==> src/rtl/filter_pkg.sv <==
// Types and widths shared between the decimation filter and the sample capture
// FIFO, so that both sides agree on the sample format.
package filter_pkg;

  localparam int FILTER_DW = 11;

  typedef logic signed [FILTER_DW-1:0] sample_t;

endpackage

==> src/rtl/sample_capture_if.sv <==
// Bus between a sample producer/consumer (master) and the capture FIFO (slave):
// write strobe, read request, clear, and the registered status/read outputs.
interface sample_capture_if
  import filter_pkg::*;
#(
  parameter int DW    = FILTER_DW,
  parameter int DEPTH = 8,
  parameter int CW    = 16
);

  localparam int LW = $clog2(DEPTH) + 1;

  logic          vin;
  logic [DW-1:0] din;
  logic          rd;
  logic          clr;
  logic [DW-1:0] rdata;
  logic          rvalid;
  logic          empty;
  logic          full;
  logic [LW-1:0] level;
  logic          ovf;
  logic [CW-1:0] cnt;

  modport master (
    output vin, din, rd, clr,
    input  rdata, rvalid, empty, full, level, ovf, cnt
  );

  modport slave (
    input  vin, din, rd, clr,
    output rdata, rvalid, empty, full, level, ovf, cnt
  );

endinterface

==> src/rtl/sample_fifo_mem.sv <==
// DEPTH x DW sample storage: one write port and one registered read port.
// The array itself is never reset; only the read register is.
module sample_fifo_mem #(
  parameter  int DW    = 11,
  parameter  int DEPTH = 8,
  localparam int AW    = $clog2(DEPTH)
) (
  input  logic          i_clk,
  input  logic          i_rst_n,
  input  logic          i_we,
  input  logic [AW-1:0] i_waddr,
  input  logic [DW-1:0] i_wdata,
  input  logic          i_re,
  input  logic [AW-1:0] i_raddr,
  output logic [DW-1:0] o_rdata
);

  logic [DW-1:0] r_mem [DEPTH];
  logic [DW-1:0] r_rdata;

  always_ff @(posedge i_clk) begin
    if (i_we) begin
      r_mem[i_waddr] <= i_wdata;
    end
  end

  // A read of the slot being written in the same cycle returns the old contents,
  // which is what a simultaneous read/write on a full FIFO needs.
  always_ff @(posedge i_clk or negedge i_rst_n) begin
    if (!i_rst_n) begin
      r_rdata <= '0;
    end else if (i_re) begin
      r_rdata <= r_mem[i_raddr];
    end
  end

  assign o_rdata = r_rdata;

endmodule

==> src/rtl/sample_capture.sv <==
// Capture FIFO for filter output samples: pointers, occupancy flags, sticky
// overflow and a saturating accepted-sample counter around sample_fifo_mem.
module sample_capture
  import filter_pkg::*;
#(
  parameter int DW    = FILTER_DW,
  parameter int DEPTH = 8,
  parameter int CW    = 16
) (
  input  logic             i_clk,
  input  logic             i_rst_n,
  sample_capture_if.slave  bus
);

  localparam int AW = $clog2(DEPTH);
  localparam int LW = AW + 1;
  localparam logic [LW-1:0] FULL_LEVEL = LW'(DEPTH);

  logic [AW-1:0] r_wrPtr;
  logic [AW-1:0] r_rdPtr;
  logic [LW-1:0] r_level;
  logic          r_empty;
  logic          r_full;
  logic          r_ovf;
  logic [CW-1:0] r_cnt;
  logic          r_rvalid;

  logic          w_wrAcc;
  logic          w_rdAcc;
  logic          w_drop;
  logic [LW-1:0] w_levelNext;
  logic [DW-1:0] w_rdata;

  // A full FIFO still accepts a write when a read frees the head slot this cycle.
  assign w_rdAcc = bus.rd && !r_empty;
  assign w_wrAcc = bus.vin && (!r_full || bus.rd);
  assign w_drop  = bus.vin && r_full && !bus.rd;

  always_comb begin
    w_levelNext = r_level;
    case ({w_wrAcc, w_rdAcc})
      2'b10:   w_levelNext = r_level + LW'(1);
      2'b01:   w_levelNext = r_level - LW'(1);
      default: w_levelNext = r_level;
    endcase
  end

  always_ff @(posedge i_clk or negedge i_rst_n) begin
    if (!i_rst_n) begin
      r_wrPtr  <= '0;
      r_rdPtr  <= '0;
      r_level  <= '0;
      r_empty  <= 1'b1;
      r_full   <= 1'b0;
      r_rvalid <= 1'b0;
    end else begin
      if (w_wrAcc) begin
        r_wrPtr <= r_wrPtr + AW'(1);
      end
      if (w_rdAcc) begin
        r_rdPtr <= r_rdPtr + AW'(1);
      end
      r_level  <= w_levelNext;
      r_empty  <= (w_levelNext == '0);
      r_full   <= (w_levelNext == FULL_LEVEL);
      r_rvalid <= w_rdAcc;
    end
  end

  // Clear wins over a same-cycle drop or accepted write.
  always_ff @(posedge i_clk or negedge i_rst_n) begin
    if (!i_rst_n) begin
      r_ovf <= 1'b0;
      r_cnt <= '0;
    end else if (bus.clr) begin
      r_ovf <= 1'b0;
      r_cnt <= '0;
    end else begin
      if (w_drop) begin
        r_ovf <= 1'b1;
      end
      if (w_wrAcc && (r_cnt != '1)) begin
        r_cnt <= r_cnt + CW'(1);
      end
    end
  end

  sample_fifo_mem #(
    .DW    (DW),
    .DEPTH (DEPTH)
  ) u_mem (
    .i_clk   (i_clk),
    .i_rst_n (i_rst_n),
    .i_we    (w_wrAcc),
    .i_waddr (r_wrPtr),
    .i_wdata (bus.din),
    .i_re    (w_rdAcc),
    .i_raddr (r_rdPtr),
    .o_rdata (w_rdata)
  );

  assign bus.rdata  = w_rdata;
  assign bus.rvalid = r_rvalid;
  assign bus.empty  = r_empty;
  assign bus.full   = r_full;
  assign bus.level  = r_level;
  assign bus.ovf    = r_ovf;
  assign bus.cnt    = r_cnt;

endmodule

==> src/flat_wrapper.sv <==
// flat-port wrapper written by rule: the top's interface ports become plain ports
module sample_capture_flat import filter_pkg::*;
#(
  parameter int DW    = FILTER_DW,
  parameter int DEPTH = 8,
  parameter int CW    = 16
)
  (i_clk, i_rst_n, bus_vin, bus_din, bus_rd, bus_clr, bus_rdata, bus_rvalid, bus_empty, bus_full, bus_level, bus_ovf, bus_cnt);
  sample_capture_if #(.DW(DW), .DEPTH(DEPTH), .CW(CW)) bus_i ();
  input  logic i_clk;
  input  logic i_rst_n;
  input wire logic [$bits(bus_i.vin)-1:0] bus_vin;
  input wire logic [$bits(bus_i.din)-1:0] bus_din;
  input wire logic [$bits(bus_i.rd)-1:0] bus_rd;
  input wire logic [$bits(bus_i.clr)-1:0] bus_clr;
  output wire logic [$bits(bus_i.rdata)-1:0] bus_rdata;
  output wire logic [$bits(bus_i.rvalid)-1:0] bus_rvalid;
  output wire logic [$bits(bus_i.empty)-1:0] bus_empty;
  output wire logic [$bits(bus_i.full)-1:0] bus_full;
  output wire logic [$bits(bus_i.level)-1:0] bus_level;
  output wire logic [$bits(bus_i.ovf)-1:0] bus_ovf;
  output wire logic [$bits(bus_i.cnt)-1:0] bus_cnt;
  assign bus_i.vin = bus_vin;
  assign bus_i.din = bus_din;
  assign bus_i.rd = bus_rd;
  assign bus_i.clr = bus_clr;
  assign bus_rdata = bus_i.rdata;
  assign bus_rvalid = bus_i.rvalid;
  assign bus_empty = bus_i.empty;
  assign bus_full = bus_i.full;
  assign bus_level = bus_i.level;
  assign bus_ovf = bus_i.ovf;
  assign bus_cnt = bus_i.cnt;
  sample_capture #(.DW(DW), .DEPTH(DEPTH), .CW(CW)) u_core (.i_clk(i_clk), .i_rst_n(i_rst_n), .bus(bus_i));
endmodule
==> config.mk <==
export PLATFORM = sky130hd
export DESIGN_NAME = sample_capture_flat
export DESIGN_NICKNAME = d
export VERILOG_FILES = /design/src/rtl/filter_pkg.sv /design/src/rtl/sample_capture_if.sv /design/src/rtl/sample_fifo_mem.sv /design/src/rtl/sample_capture.sv /design/src/flat_wrapper.sv
export SDC_FILE = /design/constraint.sdc
export NUM_CORES = 1
export LEC_CHECK = 0
export CORE_MARGIN = 2
export CORE_UTILIZATION = 51
export DETAILED_ROUTE_END_ITERATION = 8
export PLACE_DENSITY = 0.82
export SYNTH_ARGS = -nofsm -noshare
export SYNTH_HDL_FRONTEND = slang
export SYNTH_HIERARCHICAL = 1
export SYNTH_SLANG_ARGS = --single-unit
==> constraint.sdc <==
create_clock -name i_clk -period 2.32 [get_ports i_clk]
set_clock_uncertainty 0.2 [all_clocks]
set_input_delay 0.232 -clock i_clk [delete_from_list [all_inputs] [get_ports i_clk]]
set_output_delay 0.232 -clock i_clk [all_outputs]
set_load 0.05 [all_outputs]
; ---- Yosys cells after proc, flatten, opt, wreduce, memory -nomap -nowiden
; Memory sizes are Yosys's and may differ from the RTL's. A register that Yosys moved wholly into a read port is not among the register bits.
; Index checks and enable logic that the tools add are counted.
[op_classes]
addsub = 5
mul = 0
div = 0
order_cmp = 0
n_eq_ne = 4
shift = 0
muxes = 7
bitwise_logic = 0
reduce_logical = 13
[ops]
columns = op, n
row1 = $mux 16, 2
row2 = $add 16x1->16 const B, 1
row3 = $ne 16x16->1 const B, 1
row4 = $pmux 4 s2, 1
row5 = $add 3x1->3 const B, 2
row6 = $logic_and 1x1->1, 5
row7 = $add 4x1->4 const B, 1
row8 = $eq 4x4->1 const B, 1
row9 = $logic_not 1->1, 4
row10 = $logic_not 4->1, 1
row11 = $mux 1, 4
row12 = $reduce_bool 2->1, 2
row13 = $sub 4x1->4 const B, 1
row14 = $eq 2x1->1 const B, 1
row15 = $eq 2x2->1 const B, 1
row16 = $logic_or 1x1->1, 1
[totals]
regBits = 30
latchBits = 0
mem_bits_rw = 88
romBits = 0
in_bits = 16
output_inout_bits = 35
word_cells = 38
memories = 1
[memory_table]
columns = name, words, word_bits, read_ports, rd_ports_with_merged_regs, wr, line_no
row1 = u_core.u_mem.r_mem, 8, 11, 1, 1, 1, sample_fifo_mem.sv:18  ; logic [DW-1:0] r_mem [DEPTH];

; ---- Logic depth before layout (Yosys ltp)
[depth]
depth_word = 6
ltp_mapped = 9
mapped_depth_nobuf = 9

; ---- Cells and area by module
; Netlist, hierarchy kept.
[modules_own_cells]
columns = mod, n_inst, cells_each, area_per_inst_um2, seq_area_each_um2
row1 = sample_fifo_mem, 1, 227, 3911.3, 2917.8
row2 = sample_capture, 1, 153, 1529.0, 752.0

; ---- Worst setup path after synthesis
; OpenSTA, ideal clock, no wires.
[synth_path]
path_kind = register to register
from = reg u_core.r_full, in the netlist u_core/bus.full
to = mem u_core.u_mem.r_mem[0][0] (enable)
setup_time_ns = 0.393
t_arrival_ns = 1.903
required_ns = 1.727
slack_ns = -0.176
stages_incl_launch_ff = 6
path_buffers = 0
period_less_slack_ns = 2.496
cell_sequence = dfrtp_1 > nand2b_1 > nand2_1 > inv_1 > nand2b_1 > nor3_1
[synth_between]
elab_chain_len = 5
[synth_rtl]
columns = element, line_no
row1 = from (decl), sample_capture.sv:23  ; logic r_full;
row2 = from (signal assigned), sample_capture.sv:65  ; r_full <= (w_levelNext == FULL_LEVEL);
row3 = $logic_not 1->1, sample_capture.sv:36  ; assign w_wrAcc = bus.vin && (!r_full || bus.rd);
row4 = $logic_or 1x1->1, sample_capture.sv:36
row5 = $logic_and 1x1->1, sample_capture.sv:36
row6 = net u_core.w_wrAcc, sample_capture.sv:28  ; logic w_wrAcc;
row7 = $mux 1, sample_fifo_mem.sv:22  ; if (i_we) begin
row8 = $mux 1 (not written as such), sample_fifo_mem.sv:23  ; r_mem[i_waddr] <= i_wdata;
row9 = to (decl), sample_fifo_mem.sv:18
; The timed path passes the listed nets, and every way through them passes these cells.

; ---- Worst setup path in the final report
[layout_path]
from = reg u_core.r_cnt[2], in the netlist u_core/bus.cnt[2]
to = out bus_cnt[2]
[layout_rtl]
columns = element, line_no
row1 = from (decl), sample_capture.sv:25  ; logic [CW-1:0] r_cnt;
row2 = from (signal assigned), sample_capture.sv:83  ; r_cnt <= r_cnt + CW'(1);
row3 = to (decl), flat_wrapper.sv:22  ; output wire logic [$bits(bus_i.cnt)-1:0] bus_cnt;
; No word-level cell between the ends.

==> impl_metrics.py <==
metrics = {
    "sta": {
        "worst_slack_ns": 0.0604,
        "finalHoldViolCount": 0,
        "setup_viol": 0,
        "relSlewSlack": 0.454,
        "layout_min_cycle_time_ns": 2.26,
        "worst_pin_slew_ns": 0.819,
        "rsz0062_at_grt": "no",
        "slew_violations": 0,
        "fin_crit_sh": 0.974,
        "timing.fmax_ghz": 0.443,
    },
    "critical_path": {
        "timing.rr.end": "u_core/bus.empty",
        "cp_slowest_cell": "clkdlybuf4s50_1",
        "worstPathCellList": "clkdlybuf4s50_1",
        "r2r-start": "u_core/bus.empty",
        "cp_num_buf_inv": 1,
        "path_class": "reg -> out",
        "critical_path_arrival_ns": 1.83,
        "path_max_fanout": 6,
        "cp_top_family": "buffers and inverters",
        "rrSetupSlack_ns": 0.08,
        "slowest_delay_ns": 0.84,
        "crit_required_ns": 1.89,
        "r2r_cells": 8,
        "cp-end-kind": "output port",
        "start_kind": "flip-flop",
    },
    "yosys": {
        "ys.flop_type": "edfxtp_1",
        "avgSynthCellArea_um2": 14.3,
        "ys_ff_latch": 129,
        "syn_nets": 401,
        "async_flop_share": 0.318,
        "synth_edf_count": 88,
        "yosysWarnings": 6,
        "synth_area_um2": 5440,
        "synthCells": 380,
        "synth.distinct_cells": 45,
        "synth_seq_area_share": 0.675,
    },
    "pwr": {
        "leakage_uw": 0.00267,
        "power_density_nw_per_um2": 1270,
        "vdd_drop_max_v": 0.000755,
    },
    "clock_tree": {
        "clk_pin_slew_worst_paths_ns": 0.06,
        "cts.sinks": 129,
        "h-tree-depth": 4,
        "root_buffer": "clkbuf_8",
        "clk_path_buf_depth": 2,
        "cts_tree": "done",
        "clk_latency_ns": 0.53,
        "numCtsBuffers": 17,
    },
    "hold_path": {
        "hold_class": "in -> async",
    },
    "grt": {
        "grt_overflow": 0,
        "grt_max_degree": 36,
        "grt_pass1_wl_um": 17800,
        "antenna_found_initial": 0,
        "grtUsageTotal": 0.212,
        "grt_pass1_vias": 3509,
    },
    "place": {
        "post-place-ws_ns": -0.307,
        "dp_cells": 580,
        "routabilityCongestion": 0.829,
        "dp_hpwl_um": 6980,
        "io_buffers": 50,
    },
    "floorplanning": {
        "die_w_um": 107,
        "row_count": 37,
        "start_util": 0.527,
        "core-area_um2": 10300,
        "io_pins": 51,
        "die-area_um2": 11500,
        "die_y_um": 107,
    },
    "finish": {
        "layout_commonest_cell": "edfxtp_1",
        "finalNetCount": 485,
        "final_cell_mix": "88 x edfxtp_1, 45 x clkdlybuf4s50_1, 36 x dfrtp_1",
        "final_cells": 613,
        "syn2layout_area_growth_pct": 27.7,
        "layout-drive-gt1-share": 0.180,
        "fillers": 676,
        "n_antenna_cell": 0,
    },
    "detailed_routing": {
        "wl_um": 11400,
        "postRouteAntennaNets": 0,
        "post_drt_wl_per_cell_um": 18.6,
        "drtPass1Iterations": 4,
        "dr.first_iter.drc_count": 287,
        "drc": 0,
        "via_per_inst": 5.74,
        "num_vias": 3516,
    },
    "outcome": {
        "status": "finished clean",
    },
    "job": {
        "maxCapViolCount": 0,
    },
}
Yosys cell counts, types with 3 or more instances:
cell type	n	area, um^2
and2b_1	6	45.0
a211o_1	11	96.3
clkbuf_1	9	33.8
xnor2_1	13	114
a211oi_1	3	22.5
nand2_1	14	52.6
nor2_1	28	105
a41o_1	11	110
inv_1	5	18.8
mux2i_1	34	340
nor3_1	3	15.0
nand4_1	5	31.3
dfrtp_1	40	1000
edfxtp_1	88	2640
ha_1	5	62.6
nand2b_1	5	31.3
o21ai_0	3	15.0
a22oi_1	11	82.6
nor2b_1	22	138
nand3_1	17	85.1
xor2_1	9	78.8
a21oi_1	7	35.0
registers in the layout, indices dropped and copies added, names as in the netlist:
register,cells
u_core/u_mem/o_rdata,11
u_core/u_mem/r_mem,88
u_core/r_rdPtr,3
u_core/bus.level,4
u_core/bus.cnt,16
u_core/bus.empty,1
u_core/r_wrPtr,3
u_core/bus.ovf,1
u_core/bus.rvalid,1
u_core/bus.full,1
through the flow:
step	hold slack, ns	cell area, um^2	total power [uW]	utilization	TNS [ns]
3_5_place_dp	0.170	6330	6360	0.613	-1.22
5_1_grt	0.165	6950	9230	0.673	0
3_3_place_gp	0.161	6330	6260	0.613	-0.814
2_1_floorplan	-0.264	5480	5320	-	0
4_1_cts	0.146	6890	8820	0.668	-0.00137
6_report	0.135	6950	8830	0.673	0
kinds of logic (layout without fill, tap and decap cells):
group / Yosys count / in the layout / share of synthesized area
simple gates: 115 / 115 / 0.114
xor+xnor: 22 / 22 / 0.0354
compound gates: 50 / 50 / 0.0720
flops: 129 / 129 / 0.675
buf+inv: 23 / 120 / 0.0255
mux: 36 / 36 / 0.0667
fa+ha+maj: 5 / 5 / 0.0115
worst max-delay path by stage:
stage                 startpoint  cells after the start  slack (ns)          endpoint
2_1_floorplan    u_core/bus.full                      9       0.007  u_core/bus.empty
6_report       u_core/bus.cnt[2]                      1        0.06        bus_cnt[2]
3_3_place_gp              bus_rd                     10       -0.21  u_core/bus.empty
3_5_place_dp              bus_rd                     10       -0.31  u_core/bus.empty
5_1_grt         u_core/bus.empty                      8        0.01   u_core/bus.full
4_1_cts         u_core/bus.empty                      8      -0.001   u_core/bus.full
per-layer routing:
layer,track usage,share of wire,wire [um]
met5,0,0,0
met4,0.0965,0.029,332
met3,0.0666,0.068,774
met2,0.336,0.49,5570
met1,0.267,0.41,4710
power by group:
part           total [uW]  switching, uW  internal [uW]  leakage [uW]
combinational        3110           1790           1320       0.00110
clock                2420            998           1420      0.000255
sequential           3300            350           2950       0.00132
cell type report:
class,count,area [um^2],share of cell area
clock buffers,17,414,0.0596
inverters,5,18.8,0.00270
multi-input cells,228,1720,0.248
well taps,136,170,0.0245
clock inverters,15,133,0.0191
flip-flops and latches,129,3680,0.529
repair buffers,83,811,0.117
timing repair:
| item | CTS | global route |
|---|---|---|
| gates resized for setup | 4 | 11 |
| hold endpoints to repair | 33 | 0 |
| buffers inserted | 0 | 0 |
| pin swaps | 0 | 6 |
| hold buffers | 1 | 0 |
| setup endpoints to repair | 4 | 6 |
No activity file was read; power rests on OpenSTA's default activity.
==> patch 1: new RTL, same settings <==
`CW` is set to 16 in 3 places; all go to 32.
--- a/src/rtl/sample_capture_if.sv
+++ b/src/rtl/sample_capture_if.sv
@@ -7,3 +7,3 @@
   parameter int DEPTH = 8,
-  parameter int CW    = 16
+  parameter int CW    = 32
 );
--- a/src/rtl/sample_capture.sv
+++ b/src/rtl/sample_capture.sv
@@ -7,3 +7,3 @@
   parameter int DEPTH = 8,
-  parameter int CW    = 16
+  parameter int CW    = 32
 ) (
--- a/src/flat_wrapper.sv
+++ b/src/flat_wrapper.sv
@@ -5,3 +5,3 @@
   parameter int DEPTH = 8,
-  parameter int CW    = 16
+  parameter int CW    = 32
 )
Ports: changed (resized bus_cnt); port bits go from 51 to 67. No check against the original RTL was run, so the function may have changed too.
==> patch 1 against the unedited design <==
The run now ends with setup timing left; worst setup slack worse by 90 ps; first-iteration DRC count up 25%; wire length up 38%; sequential share of layout area down 5.4 points; power up 4.9%; area after synthesis up 20%; final area up 24%; sequential cell count up 16; clock power up 12%; register-to-register slack worse by 110 ps; critical path type is now reg -> reg.
==> patch 1: results (changes against the unedited design) <==
* First-pass GRT wire length at 24540 µm (+38%)
* Adder-cell area share of the yosys netlist at 0.9606% (-0.19 points)
* Worst-path fanout max at 4 (-2)
* Placed Cells at 772 (+33%)
* Met2 Use GR at 41.35% (+7.8 points)
* Post-synthesis mux area share at 5.879% (-0.79 points)
* Layout cells sized above 1 at 28.30% (+10 points)
* Vias in the first global route at 4881 (+39%)
* Critical Path AT at 2480 ps (+650 ps)
* Synth area leaders: edfxtp_1 (41%), dfrtp_1 (22%), mux2i_1 (5.1%)
* Depth of the most critical reg-to-reg path at 7 (-1)
* Status: complete, but fails checks
* Worst skew pair latency at 430 ps (-100 ps)
* Final WS setup at -29.63 ps (-90.07 ps)
* DRT Wirelength at 15700 µm (+38%)
* Post-Syn Nets at 506 (+26%)
* Unique cell type count in the Yosys netlist at 54 (+20%)
* Final setup viols at 2 (+2)
* Hold Slack at 154.0 ps (+19.36 ps)
* Post-Synth XOR/XNOR Area at 3.228% (-0.31 points)
* Slew headroom at 58.95% (+14 points)
* DR vias/cell at 5.837 (+1.8%)
* Port bufs at 66 (+32%)
* Largest net degree at the start of global routing at 58 (+61%)
* Gr busiest metal: met2
* Gr usage total at 24.04% (+2.9 points)
* Violated checks: setup timing
* M1 GR Usage at 28.93% (+2.3 points)
* Complex-gate fraction of the synthesized area at 10.09% (+2.9 points)
* Root buffer cell: clkbuf_16
* Dpl ws at -348.7 ps (-41.68 ps)
* Max VDD drop at 0.4725 mV (-37%)
* Post-CTS setup buffers at 1 (+1)
* Asr flop ratio synth at 39.31% (+7.5 points)
* Initial detailed-routing violation count at 359 (+25%)
* DR WL met3 at 1047 µm (+35%)
* Setup TNS at -46.55 ps (-46.55 ps)
* CP endpoint: u_core/bus.empty$_DFF_PN1_
* Leak at 3.194 nW (+20%)
* Fill count at 848 (+25%)
* Placer Congestion at 0.9043 (+9.1%)
* Vias at 4716 (+34%)
==> patch 1: cell count changes after synthesis, moves of 4 or more <==
cell / delta
nand2_1: +9
or4_1: +7
xor2_1: -6
nand4_1: +7
clkbuf_1: +4
o31ai_1: +6
dfrtp_1: +16
o21ai_1: +4
nand3_1: +8
or3_1: +5
xnor2_1: +8
and4_1: +4
a21oi_2: +9
==> patch 1: cell type report <==
class	count	area [µm²]	area share (%)
Sequential cell	145	4108	47.58
Multi-Input combinational cell	311	2422	28.06
Timing Repair Buffer	142	1277	14.80
Clock buffer	18	429.2	4.971
Tap cell	172	215.2	2.493
Clock inverter	14	155.1	1.797
Inverter	6	26.28	0.3043
==> patch 1: worst max-delay path: stages (launching register included) <==
cell and delay (ps):
dfstp_4 650, nor2_4 50, ha_4 150, nor2b_1 140, or4b_1 500, a31oi_2 190
xnor2_1 160, nor4b_2 220
==> patch 1: where the power goes <==
part           leakage, nW  switching (mW)  internal, mW
clock                0.287            1.10          1.60
combinational         1.41            1.83          1.25
sequential            1.50           0.282          3.21
==> patch 2: new RTL, same settings <==
Without the edit above. Reset style: synchronous (`i_rst_n`), changed in 3 clocked blocks.
--- a/src/rtl/sample_fifo_mem.sv
+++ b/src/rtl/sample_fifo_mem.sv
@@ -28,3 +28,3 @@
   // which is what a simultaneous read/write on a full FIFO needs.
-  always_ff @(posedge i_clk or negedge i_rst_n) begin
+  always_ff @(posedge i_clk) begin
     if (!i_rst_n) begin
--- a/src/rtl/sample_capture.sv
+++ b/src/rtl/sample_capture.sv
@@ -47,3 +47,3 @@
 
-  always_ff @(posedge i_clk or negedge i_rst_n) begin
+  always_ff @(posedge i_clk) begin
     if (!i_rst_n) begin
@@ -70,3 +70,3 @@
   // Clear wins over a same-cycle drop or accepted write.
-  always_ff @(posedge i_clk or negedge i_rst_n) begin
+  always_ff @(posedge i_clk) begin
     if (!i_rst_n) begin
Formal check against the unedited RTL: differs if i_rst_n is asserted again (counterexample within 4 cycles, from zero or initial values and one cycle with i_rst_n low); with i_rst_n held inactive, the same outputs for 10 cycles.
==> patch 2 against the unedited design <==
Non-clock buffer count is the same; final area shrank 4.2%; global-route usage down 1.7 points; die area shrank 2.9%; sequential cell count did not move; utilization is 1.9 points lower; area after synthesis down 3.0%; wire length fell by 7.6%; worst setup slack improved by 22 ps; largest cell class unchanged.
Power is not compared: it rests on default switching activity, and its combinational part moved more than twofold at a synthesized area within 25%.
==> patch 2: results (changes against the unedited design) <==
* Status: complete, no violations
* Hold Slack at 264.2 ps (+129.5 ps)
* Post-synthesis area per instance at 14.11 µm² (-1.4%)
* Post-DP HPWL at 6754 µm (-3.3%)
* Critical R2R Launch: u_core/bus.full$_SDFF_PN0_
* First-pass GRT wire length at 16430 µm (-7.9%)
* Post-Syn Nets at 395 (-1.5%)
* # nets final at 479 (-1.2%)
* Critical Path AT at 1810 ps (-20 ps)
* Reg-to-Reg End: u_core/bus.level[2]$_SDFF_PN0_
* Slew @ Worst Pin at 617.7 ps (-201.6 ps)
* Layout cells sized above 1 at 20.17% (+2.1 points)
* HP Class: in -> reg
* Fin crit share at 96.44% (-0.96 points)
* Worst-path fanout max at 6 (unchanged)
* Clk slew on worst S/H paths at 50 ps
* Placed Cells at 575 (-0.86%)
* Unique cell type count in the Yosys netlist at 50 (+11%)
* Slowest CP cell: clkdlybuf4s50_1
* Placer Congestion at 0.7893 (-4.8%)
* Synth top cells by count: edfxtp_1 (88), dfxtp_1 (41), mux2i_1 (25), nor2_1 (23), mux2_2 (22)
* Root buffer cell: clkbuf_8
* Gr ovfl total at 0 (unchanged)
* Initial antenna violation count at 0 (unchanged)
* Biggest register: u_core/u_mem/r_mem
* R2R setup slack at 190 ps (+110 ps)
* Largest net degree at the start of global routing at 31 (-14%)
* Hold Path Depth at 1
* Launch point of the worst path: u_core/bus.level[0]$_SDFF_PN0_
* Gr usage total at 19.48% (-1.7 points)
* CP endpoint: bus_level[0]
* TritonCTS buffer count at 17 (unchanged)
* Synth area leaders: edfxtp_1 (50%), dfxtp_1 (16%), mux2i_1 (4.7%)
* Dpl ws at -135.1 ps (+171.8 ps)
* Vias in the first global route at 3308 (-5.7%)
* Depth of the most critical reg-to-reg path at 8 (unchanged)
* Ys Warns at 6 (unchanged)
* Routed len/inst at 17.32 µm (-6.7%)
* Hold_sp: bus_din[4]
* DR vias/cell at 5.504 (-4.0%)
* Initial detailed-routing violation count at 183 (-36%)
* Worst skew pair latency at 510 ps (-20 ps)
* Sequential fraction of the synthesis area at 65.62% (-1.8 points)
* Asr flop ratio synth at 0% (-32 points)
* Final cell count without fillers at 607 (-0.98%)
==> patch 2: cell types whose count changed after synthesis, moves of 11 or more <==
cell,unedited run,this run
nand3_1,17,3
a41o_1,11,0
dfrtp_1,40,0
o21ai_0,3,16
nor2b_1,22,7
mux2_2,2,22
dfxtp_1,0,41
==> patch 2: layout make-up <==
class	instances	area [µm²]
repair buffers	83	778.2
inverters	3	11.26
well taps	136	170.2
flip-flops and latches	129	3470
clock inverters	7	85.08
fillers	734	3526
clock buffers	25	464.2
multi-input cells	224	1680
==> patch 2: cells by family (layout without fill, tap and decap cells) <==
family / after synthesis / after routing / synth area share [%]
XOR/XNOR: 20 / 20 / 3.319
adder cells (fa/ha/maj): 5 / 5 / 1.185
AND/OR/NAND/NOR: 82 / 82 / 8.559
buffers and inverters: 21 / 118 / 2.726
AO/OA/AOI/OAI: 70 / 70 / 9.151
multiplexers: 47 / 47 / 9.436
flip-flops: 129 / 129 / 65.62
==> patch 2: power breakdown <==
part | switching (mW) | total, mW | internal [mW] | leakage [nW]
Sequential | 0.0760 | 2.65 | 2.57 | 1.14
Combinational | 0.544 | 0.955 | 0.411 | 0.935
Clock | 0.878 | 2.45 | 1.57 | 0.274
Total | 1.50 | 6.05 | 4.56 | 2.34
==> patch 2: through the flow <==
step / cell area [µm²] / total power, mW
finish: 6659 / 6.054
global placement: 6105 / 3.618
CTS: 6654 / 6.077
floorplan: 5293 / 3.368
detailed placement: 6105 / 3.643
global route: 6659 / 6.260
==> patch 2: timing repair <==
action / CTS / global route
gates resized for setup: 0 / 2
hold buffers: 0 / 0
endpoints found under the setup margin: 0 / 2
==> patch 2: routing by layer <==
layer  GRT usage, %  wire [µm]  vias to the layer above
met5              0          0                        -
met4          6.015        117                        0
met3          6.122        413                       11
met2          32.26       5271                       85
met1          24.55       4712                     1657
li1               -          -                     1588
